<file path="src/rtl/if_axi_responder.sv">
// Instruction-fetch responder: turns each fetch request into one single-beat AXI4 read
// and returns the aligned beat as a one-cycle if_ready pulse with data and resp.
module if_axi_responder #(
  parameter int ID_W    = 4,
  parameter int AXI_ID  = 0,
  parameter int TIMEOUT = 256
) (
  input  logic            clk,
  input  logic            rst,
  input  logic            if_valid,
  input  logic [63:0]     if_addr,
  input  logic [1:0]      if_size,
  output logic            if_ready,
  output logic [63:0]     if_data_read,
  output logic [1:0]      if_resp,
  output logic            ar_valid,
  input  logic            ar_ready,
  output logic [63:0]     ar_addr,
  output logic [ID_W-1:0] ar_id,
  output logic [7:0]      ar_len,
  output logic [2:0]      ar_size,
  output logic [1:0]      ar_burst,
  input  logic            r_valid,
  output logic            r_ready,
  input  logic [63:0]     r_data,
  input  logic [1:0]      r_resp,
  input  logic            r_last,
  input  logic [ID_W-1:0] r_id,
  output logic [1:0]      fsm_state
);

  typedef enum logic [1:0] {
    S_IDLE = 2'd0,
    S_AR   = 2'd1,
    S_R    = 2'd2,
    S_RESP = 2'd3
  } state_t;

  localparam int                CNT_W       = (TIMEOUT < 2) ? 1 : $clog2(TIMEOUT + 1);
  localparam logic [CNT_W-1:0]  TO_LIMIT    = CNT_W'(TIMEOUT);
  localparam logic [ID_W-1:0]   ID_VAL      = ID_W'(AXI_ID);
  localparam logic [1:0]        RESP_SLVERR = 2'b10;

  state_t           state, state_n;
  logic [1:0]       size_q, size_n;
  logic [63:0]      addr_n;
  logic             ar_valid_n, r_ready_n, if_ready_n;
  logic [63:0]      data_n;
  logic [1:0]       resp_n;
  logic [63:0]      cap_data, cap_data_n;
  logic [1:0]       cap_resp, cap_resp_n;
  logic             got_beat, got_beat_n;
  logic [CNT_W-1:0] cnt, cnt_n, cnt_inc;
  logic             timed_out;
  logic [63:0]      size_mask;
  logic [63:0]      beat_data;
  logic [1:0]       beat_resp;

  // A transfer happens on any channel only in a cycle where both valid and ready are high;
  // our valid/ready outputs are registered and held until that cycle.
  assign ar_id     = ID_VAL;
  assign ar_len    = 8'd0;
  assign ar_burst  = 2'b01;
  assign ar_size   = {1'b0, size_q};
  assign fsm_state = state;

  always_comb begin
    size_mask = '1;
    case (size_q)
      2'b00:   size_mask = 64'h0000_0000_0000_00FF;
      2'b01:   size_mask = 64'h0000_0000_0000_FFFF;
      2'b10:   size_mask = 64'h0000_0000_FFFF_FFFF;
      default: size_mask = '1;
    endcase
  end

  // The beat is 8-byte aligned; bring the addressed byte down to bit 0.
  assign beat_data = (r_data >> {ar_addr[2:0], 3'b000}) & size_mask;
  assign beat_resp = (r_id != ID_VAL) ? RESP_SLVERR : r_resp;

  assign cnt_inc   = cnt + 1'b1;
  assign timed_out = (TIMEOUT != 0) && (cnt_inc == TO_LIMIT);

  always_comb begin
    state_n    = state;
    size_n     = size_q;
    addr_n     = ar_addr;
    ar_valid_n = ar_valid;
    r_ready_n  = r_ready;
    if_ready_n = 1'b0;
    data_n     = if_data_read;
    resp_n     = if_resp;
    cap_data_n = cap_data;
    cap_resp_n = cap_resp;
    got_beat_n = got_beat;
    cnt_n      = cnt;
    case (state)
      S_IDLE: begin
        if (if_valid) begin
          state_n    = S_AR;
          addr_n     = if_addr;
          size_n     = if_size;
          ar_valid_n = 1'b1;
          cnt_n      = '0;
          got_beat_n = 1'b0;
        end
      end
      S_AR: begin
        if (TIMEOUT != 0) cnt_n = cnt_inc;
        if (timed_out) begin
          ar_valid_n = 1'b0;
          if_ready_n = 1'b1;
          data_n     = '0;
          resp_n     = RESP_SLVERR;
          state_n    = S_RESP;
        end else if (ar_valid && ar_ready) begin
          ar_valid_n = 1'b0;
          r_ready_n  = 1'b1;
          state_n    = S_R;
        end
      end
      S_R: begin
        if (TIMEOUT != 0) cnt_n = cnt_inc;
        if (timed_out) begin
          r_ready_n  = 1'b0;
          if_ready_n = 1'b1;
          data_n     = '0;
          resp_n     = RESP_SLVERR;
          state_n    = S_RESP;
        end else if (r_valid && r_ready) begin
          // Only the first beat of a (misbehaving) multi-beat reply is returned.
          if (!got_beat) begin
            cap_data_n = beat_data;
            cap_resp_n = beat_resp;
          end
          got_beat_n = 1'b1;
          if (r_last) begin
            r_ready_n  = 1'b0;
            if_ready_n = 1'b1;
            data_n     = got_beat ? cap_data : beat_data;
            resp_n     = got_beat ? cap_resp : beat_resp;
            state_n    = S_RESP;
          end
        end
      end
      S_RESP: begin
        data_n  = '0;
        resp_n  = '0;
        state_n = S_IDLE;
      end
      default: state_n = S_IDLE;
    endcase
  end

  always_ff @(posedge clk or negedge rst) begin
    if (!rst) begin
      state        <= S_IDLE;
      size_q       <= '0;
      ar_addr      <= '0;
      ar_valid     <= 1'b0;
      r_ready      <= 1'b0;
      if_ready     <= 1'b0;
      if_data_read <= '0;
      if_resp      <= '0;
      cap_data     <= '0;
      cap_resp     <= '0;
      got_beat     <= 1'b0;
      cnt          <= '0;
    end else begin
      state        <= state_n;
      size_q       <= size_n;
      ar_addr      <= addr_n;
      ar_valid     <= ar_valid_n;
      r_ready      <= r_ready_n;
      if_ready     <= if_ready_n;
      if_data_read <= data_n;
      if_resp      <= resp_n;
      cap_data     <= cap_data_n;
      cap_resp     <= cap_resp_n;
      got_beat     <= got_beat_n;
      cnt          <= cnt_n;
    end
  end

endmodule

</file>
<file path="config.mk">
export PLATFORM = sky130hd
export DESIGN_NAME = if_axi_responder
export DESIGN_NICKNAME = d
export VERILOG_FILES = /design/src/rtl/if_axi_responder.sv
export SDC_FILE = /design/constraint.sdc
export NUM_CORES = 1
export LEC_CHECK = 0
export ABC_AREA = 1
export BUFFER_PORTS_ARGS = -buffer_cell sky130_fd_sc_hd__buf_2
export CORE_MARGIN = 1.5
export CORE_UTILIZATION = 57
export DETAILED_ROUTE_END_ITERATION = 12
export GPL_TIMING_DRIVEN = 0
export PLACE_DENSITY = 0.95
export SKIP_CTS_REPAIR_TIMING = 1
export SKIP_LAST_GASP = 1
export SLEW_MARGIN = 10
export SYNTH_ARGS = -nofsm -noshare
export SYNTH_HDL_FRONTEND = slang
export SYNTH_SLANG_ARGS = --single-unit
export TNS_END_PERCENT = 5
</file>
<file path="constraint.sdc">
create_clock -name clk -period 4.6 [get_ports clk]
set_input_delay 0.46 -clock clk [delete_from_list [all_inputs] [get_ports clk]]
set_output_delay 0.46 -clock clk [all_outputs]
set_load 0.02 [all_outputs]
</file>
==> qor.txt, run 1 <==
Crit path largest cell delay: 0.55 ns
Critical Path End Type: flip-flop
Synth top area cells: dfrtp_1 49%, nand2_1 14%, mux2_2 6.3%
Site Rows: 50
CP Launch Type: flip-flop
Sink Count: 213
Final hold vios: 0
FF-to-FF End: ar_addr[61]
Max_cap viols: 0
Antenna Nets Post-Route: 0
Ports: 294
Layout cell share with drive strength beyond 1: 27.8%
Synth Instances: 1289
Yosys top cell by area: dfrtp_1
Sequential Power Share: 29.2%
Clk pin slew, worst setup/hold paths: 0.06 ns
Final std cells w/o fill: 1854
CP Max Fanout: 10
Fin util: 71.4%
Synth Area per Inst: 8.41 um2
Yosys cell types: 41
Synthesis-stage register bit count: 213
Post-layout nets: 1753
DRT Wirelength: 39500 um
P_leak: 0.00673 uW
Top_reg_cell synth: dfrtp_1
Mapped cell area: 10800 um2
Vias in the first global route: 11000
Layout Cell Area excl Fill: 13400 um2
PwrDens: 767 nW/um2
Most congested layer reported by global routing: met2
Critical path cell sequence: inv_1, ha_1, nand2_1, clkbuf_1, clkbuf_1, mux2_2
Grt total ovfl: 0
Share of the synthesized area in the top cell type: 49.2%
Total power: 10200 uW
Num CTS Buffers: 22
Cell depth of the worst flop-to-flop path: 6
Post-Place Cells: 1815
Post-layout min period: 2.66 ns
Final setup TNS: 0 ns
Switching Share: 47.8%
Slowest-stage cell, CP: clkbuf_1
Final antenna diode count: 0
Drt first pass iters: 6
Vias per cell: 6.00
Number of synthesized flops with an enable pin: 0
Core area: 18700 um2
Worst Max-Slew Pin Slew: 0.909 ns
FF-to-FF setup slack: 1.94 ns
CTS tree: yes
Setup repair after global routing missed its margin: no
Most used cell, CP: clkbuf_1
Final period util: 57.8%
Outcome: complete, no violations
Max Transition Viols Final: 0
HPWL Detailed: 29100 um
Die outline width: 141 um
Register area share after synthesis: 49.2%
Grt met2 use: 67.2%
Share of synthesized registers carrying an async set or reset: 100%
Die height: 141 um
Worst setup path start: fsm_state[0]
Final setup vio count: 0
# DRC: 0
Via Count: 11100
Gr usage total: 40.0%
CTS root buf: clkbuf_16
Worst IR drop on VDD: 0.000649 V
DIE AREA: 19900 um2
Met3 Use GR: 8.36%
Most frequent cells after synthesis: 414 x nand2_1, 213 x dfrtp_1, 85 x inv_1
Max clock buf depth: 3
Worst min-delay path class: input port to asynchronous set/reset pin
Max_slew headroom: 39.4%
Clock Skew: 0.0259 ns
Filler cells: 1377
Cell Int Power: 5350 uW
Area Overhead vs Synth: 23.2%
Met1 usage: 49.0%
Depth of the CTS H-tree: 1
Count leader, synth: nand2_1
Worst flop-to-flop path startpoint: fsm_state[0]
Fmax: 376 MHz
Initial antenna violation count: 1
Count of warnings emitted by yosys: 0
1st-iter DRT viols: 1195
NetSw: 4890 uW
First-pass GRT wire length: 60600 um
Largest net degree at the start of global routing: 116
Initial Util: 58.0%
Gate power share: 53.0%
Crit path required time: 4.98 ns
WL/cell: 21.3 um
Crit path to: ar_addr[61]
Crit path kind: flip-flop to flip-flop
Area of placed instances: 12600 um2
CP Data Arrival Time: 3.04 ns
I/O Buffers: 278
Part of the power in the clock network: 17.8%
Worst-Skew Late Latency: 0.53 ns
Final RePlAce weighted congestion: 1.03
metal layers:
layer	wire, um	vias to the layer above
li1	-	4895
met1	14400	5267
met2	18700	791
met3	4190	169
met4	2190	2
met5	15	-
sequential cells by signal, indices dropped and copies added, names as in the netlist, 2 cells and up:
name          count
cap_data         64
if_data_read     64
fsm_state         2
size_q            2
if_resp           2
cnt               9
cap_resp          2
ar_addr          64
metrics by stage:
stage,setup WS (ns),hold slack [ns]
6_report,1.94,0.0241
3_3_place_gp,-0.380,0.459
3_5_place_dp,2.15,0.460
5_1_grt,1.87,0.0999
4_1_cts,2.01,0.0573
2_1_floorplan,2.54,0.164
cells by family (layout without fill, tap and decap cells):
logic type,Yosys count,in the layout,synth area share (%)
buffers and inverters,188,506,8.06
multiplexers,63,63,6.52
other,2,15,0.0693
flip-flops,213,213,49.2
XOR/XNOR,2,2,0.162
AND/OR/NAND/NOR,543,543,20.9
AO/OA/AOI/OAI,272,272,14.5
adder cells (fa/ha/maj),6,6,0.693
power by group through the flow:
| stage | combinational, uW | clock (uW) | sequential, uW |
|---|---|---|---|
| after floorplan | 2840 | 0 | 3490 |
| after global placement | 5100 | 0 | 2940 |
| after detailed placement | 5230 | 0 | 2980 |
| after CTS | 5290 | 1830 | 2970 |
| after global routing | 5750 | 1910 | 3060 |
| final | 5420 | 1830 | 2990 |
worst max-delay path: cells and delay by family, from the launching register on:
kind	cells	cell delay, ns
fa+ha+maj	1	0.27
flops	1	0.48
simple gates	1	0.09
mux	1	0.45
buf+inv	3	1.24
worst min path at each step:
stage                           startpoint          endpoint  slack, ns  cells past startpoint
final                                  rst  if_data_read[62]       0.02                      1
after global routing                   rst  if_data_read[62]        0.1                      1
after CTS                              rst        if_resp[0]       0.06                      1
after detailed placement  if_data_read[25]  if_data_read[25]       0.46                      2
after global placement    if_data_read[27]  if_data_read[27]       0.46                      2
after floorplan                        rst        ar_addr[0]       0.16                      0
cell usage in the layout, fill, tap and decap left out, drive strengths merged:
cell	Yosys	routed
o21a	2	2
xor2	1	1
bufinv	0	2
or2	5	5
nand4	3	3
inv	89	89
xnor2	1	1
a31oi	4	4
o22ai	77	77
conb	2	15
ha	6	6
nand3b	2	2
mux2i	2	2
buf	43	322
mux2	61	61
dfrtp	213	213
o21ai	130	130
clkbuf	55	85
nor2	45	45
o211ai	15	15
nor4	1	1
a21oi	32	32
a22oi	8	8
clkinv	1	8
o21bai	1	1
and2	6	6
nand3	63	63
nand2	418	418
o32ai	3	3
cell type report:
class / instances / area (um2) / share of cell area (%)
Inverter: 90 / 340 / 2.55
Clock inverter: 9 / 110 / 0.825
Multi-Input combinational cell: 901 / 4690 / 35.1
Tap cell: 234 / 293 / 2.19
Clock buffer: 30 / 631 / 4.72
Sequential cell: 213 / 5330 / 39.9
Timing Repair Buffer: 279 / 1430 / 10.7
Buffer: 98 / 533 / 3.99
(Power assumes the default switching activity.)
==> run 2: changes to the inputs <==
--- a/config.mk
+++ b/config.mk
@@ -5,13 +5,13 @@
 export SDC_FILE = /design/constraint.sdc
 export NUM_CORES = 1
 export LEC_CHECK = 0
-export ABC_AREA = 1
+export ABC_AREA = 0
 export BUFFER_PORTS_ARGS = -buffer_cell sky130_fd_sc_hd__buf_2
 export CORE_MARGIN = 1.5
-export CORE_UTILIZATION = 57
+export CORE_UTILIZATION = 53
 export DETAILED_ROUTE_END_ITERATION = 12
 export GPL_TIMING_DRIVEN = 0
-export PLACE_DENSITY = 0.95
+export PLACE_DENSITY = 0.92
 export SKIP_CTS_REPAIR_TIMING = 1
 export SKIP_LAST_GASP = 1
 export SLEW_MARGIN = 10
==> constraint.sdc (replaced) <==
create_clock -name clk -period 2.7 [get_ports clk]
set_input_delay 0.27 -clock clk [delete_from_list [all_inputs] [get_ports clk]]
set_output_delay 0.27 -clock clk [all_outputs]
set_load 0.02 [all_outputs]
==> run 2 against run 1 <==
  * The run now ends with hold timing, setup timing left
  * Global-route usage fell by 7.3 points
  * Count of clock-buffer cells in the layout rose by 4
  * Via count fell by 11%
  * Routed wire length fell by 8.1%
  * Register-to-register slack got worse by 2.1 ns
  * Largest cell class unchanged
==> qor.txt, run 2 <==
Outcome: complete, but fails checks
Failing checks: hold timing, setup timing
Largest net degree at the start of global routing: 114 (-1.7%)
Post-layout min period: 2.85 ns (+0.193 ns)
Gr usage total: 32.7% (-7.3 points)
Total power: 7010 uW (-32%)
Final period util: 106% (+48 points)
DRT Wirelength: 36300 um (-8.1%)
Hold depth: 2
Crit path largest cell delay: 0.61 ns (+0.06 ns)
Ports: 294 (unchanged)
CTS root buf: clkbuf_16
Top_reg_cell synth: dfrtp_1
Die outline width: 145 um (+2.8%)
Share of synthesized registers carrying an async set or reset: 100% (unchanged)
Number of synthesized flops with an enable pin: 0 (unchanged)
Register area share after synthesis: 49.9% (+0.78 points)
Yosys top cell by area: dfrtp_1
Biggest regs: ar_addr x64, cap_data x64, if_data_read x64
Clock Skew: 0.0106 ns (-0.0153 ns)
Worst Hold End: ar_addr[62]
Initial antenna violation count: 2 (+1)
Critical path cell sequence: inv_1, ha_1, clkbuf_1, nand3_1, nor2_2, clkbuf_1, a22oi_1
Pre-CTS WS: -0.139 ns (-2.29 ns)
Area Overhead vs Synth: 28.6%
Fmax: 351 MHz (-6.8%)
1st-iter DRT viols: 979 (-18%)
Depth of the CTS H-tree: 1 (unchanged)
Clk pin slew, worst setup/hold paths: 0.06 ns (about the same)
HPWL Detailed: 26100 um (-10%)
PwrDens: 511 nW/um2 (-33%)
Final setup TNS: -1.45 ns (-1.45 ns)
CP delay by family, top: buffers and inverters
Via Count: 9864 (-11%)
Yosys cell types: 66 (+61%)
Vias in the first global route: 9642 (-13%)
Worst-Skew Late Latency: 0.52 ns (about the same)
Drt first pass iters: 7 (+1)
Layout cell share with drive strength beyond 1: 37.3% (+9.5 points)
CP Max Fanout: 10 (unchanged)
WHS: -0.0177 ns (-0.0418 ns)
FF-to-FF setup slack: -0.15 ns (-2.09 ns)
P_leak: 0.00667 uW (-0.84%)
Final setup margin: -0.151 ns (-2.09 ns)
Synth Area per Inst: 11.4 um2 (+35%)
Worst flop-to-flop path startpoint: fsm_state[0]
Crit path kind: flip-flop to flip-flop
Fin util: 70.0% (-1.3 points)
First-pass GRT wire length: 51900 um (-14%)
Sink Count: 213 (unchanged)
CP Data Arrival Time: 3.21 ns (+0.17 ns)
WL/cell: 23.0 um (+7.8%)
I/O Buffers: 278 (unchanged)
Synthesis-stage register bit count: 213 (unchanged)
Worst hold start: if_addr[62]
Site Rows: 51 (+2.0%)
Commonest non-fill, non-tap cells in the layout: 293 x buf_2, 213 x dfrtp_1, 103 x mux2_2, 92 x o21ai_0, 65 x nand2_1
Worst Max-Slew Pin Slew: 0.878 ns (-0.0309 ns)
Vias per cell: 6.24 (+4.1%)
Worst min-delay path class: input port to flip-flop
Max clock buf depth: 3 (unchanged)
Max Transition Viols Final: 0 (unchanged)
Mapped cell area: 10700 um2 (-1.6%)
Count leader, synth: dfrtp_1
Setup repair after global routing missed its margin: yes
CP Launch Type: flip-flop
Slowest-stage cell, CP: clkbuf_1
CTS tree: yes
Die height: 145 um (+2.8%)
FF-to-FF End: cap_resp[1]
Max_slew headroom: 41.3% (+1.9 points)
Most common cell after layout, fill and taps aside: buf_2
Final hold vios: 10 (+10)
Post-layout nets: 1447 (-17%)
Buf/Inv on CP: 3 (unchanged)
Critical Path End Type: flip-flop
DIE AREA: 21000 um2 (+5.7%)
Worst IR drop on VDD: 0.000419 V (-36%)
Num CTS Buffers: 24 (+9.1%)
# DRC: 0 (unchanged)
Grt total ovfl: 0 (unchanged)
Initial Util: 54.5% (-3.5 points)
Final RePlAce weighted congestion: 1.04 (+1.5%)
Share of the synthesized area in the top cell type: 49.9% (+0.78 points)
Synth top area cells: dfrtp_1 50%, mux2_2 11%, mux2i_1 4.9%
Count of warnings emitted by yosys: 0 (unchanged)
Cell depth of the worst flop-to-flop path: 7 (+1)
Final setup vio count: 17 (+17)
Most frequent cells after synthesis: 213 x dfrtp_1, 103 x mux2_2, 92 x o21ai_0
Max_cap viols: 0 (unchanged)
Crit path required time: 3.06 ns (-1.92 ns)
Most used cell, CP: clkbuf_1
Antenna Nets Post-Route: 0 (unchanged)
Synth Instances: 938 (-27%)
Core area: 19600 um2 (+4.7%)
[run 2: how the worst max path moves through the flow]
stage	start	slack, ns	end	cells after the start
2_1_floorplan	fsm_state[0]	0.49	ar_addr[45]	6
3_3_place_gp	rst	-2.11	ar_addr[32]	1
3_5_place_dp	ar_addr[1]	-0.14	if_data_read[22]	8
4_1_cts	ar_addr[1]	-0.14	if_data_read[22]	8
5_1_grt	fsm_state[0]	-0.27	cap_resp[1]	7
6_report	fsm_state[0]	-0.15	cap_resp[1]	7
[run 2: cell families (layout without fill, tap and decap cells)]
group | count (synthesis) | count (layout) | share of synthesized area (%)
compound gates | 291 | 291 | 19.0
flops | 213 | 213 | 49.9
mux | 176 | 176 | 18.7
simple gates | 149 | 149 | 6.98
buf+inv | 101 | 464 | 4.62
fa+ha+maj | 6 | 6 | 0.703
other cells | 2 | 16 | 0.0704
[run 2: layer usage]
metal / share of wire (%) / up-vias / routed length [um] / GRT usage, %
li1: - / 4210 / - / -
met1: 37 / 4773 / 13400 / 40.0
met2: 48 / 722 / 17500 / 55.2
met3: 10 / 157 / 3620 / 6.94
met4: 4.9 / 2 / 1790 / 16.1
met5: 0.019 / - / 7 / 0
[run 2: worst reg2reg max path: stages, from the launching register on]
cell and delay, ns:
dfrtp_1 0.44, inv_1 0.16, ha_1 0.16, clkbuf_1 0.30
nand3_1 0.38, nor2_2 0.47, clkbuf_1 0.61, a22oi_1 0.18
[run 2: area by class of cell]
cell class	instances	area, um2
inverters	12	45.0
clock buffers	34	679
diodes	1	2.50
multi-input cells	637	4900
flip-flops and latches	213	5330
plain buffers	88	448
clock inverters	7	114
fillers	1438	5870
repair buffers	323	1870
well taps	265	332
[run 2: power by group]
part | total [uW] | internal [uW] | switching, uW
logic | 465 | 207 | 258
clock network | 3330 | 2030 | 1300
registers | 3210 | 3210 | 7.99
total | 7010 | 5440 | 1560
[run 2: through the flow]
| stage | instances | hold slack (ns) | area [um2] |
|---|---|---|---|
| after floorplan | 951 | -0.0256 | 10700 |
| after global placement | 1494 | 0.458 | 12400 |
| after detailed placement | 1495 | 0.345 | 12500 |
| after CTS | 1536 | -0.199 | 13300 |
| after global routing | 1580 | -0.00395 | 13700 |
| final | 1580 | -0.0177 | 13700 |
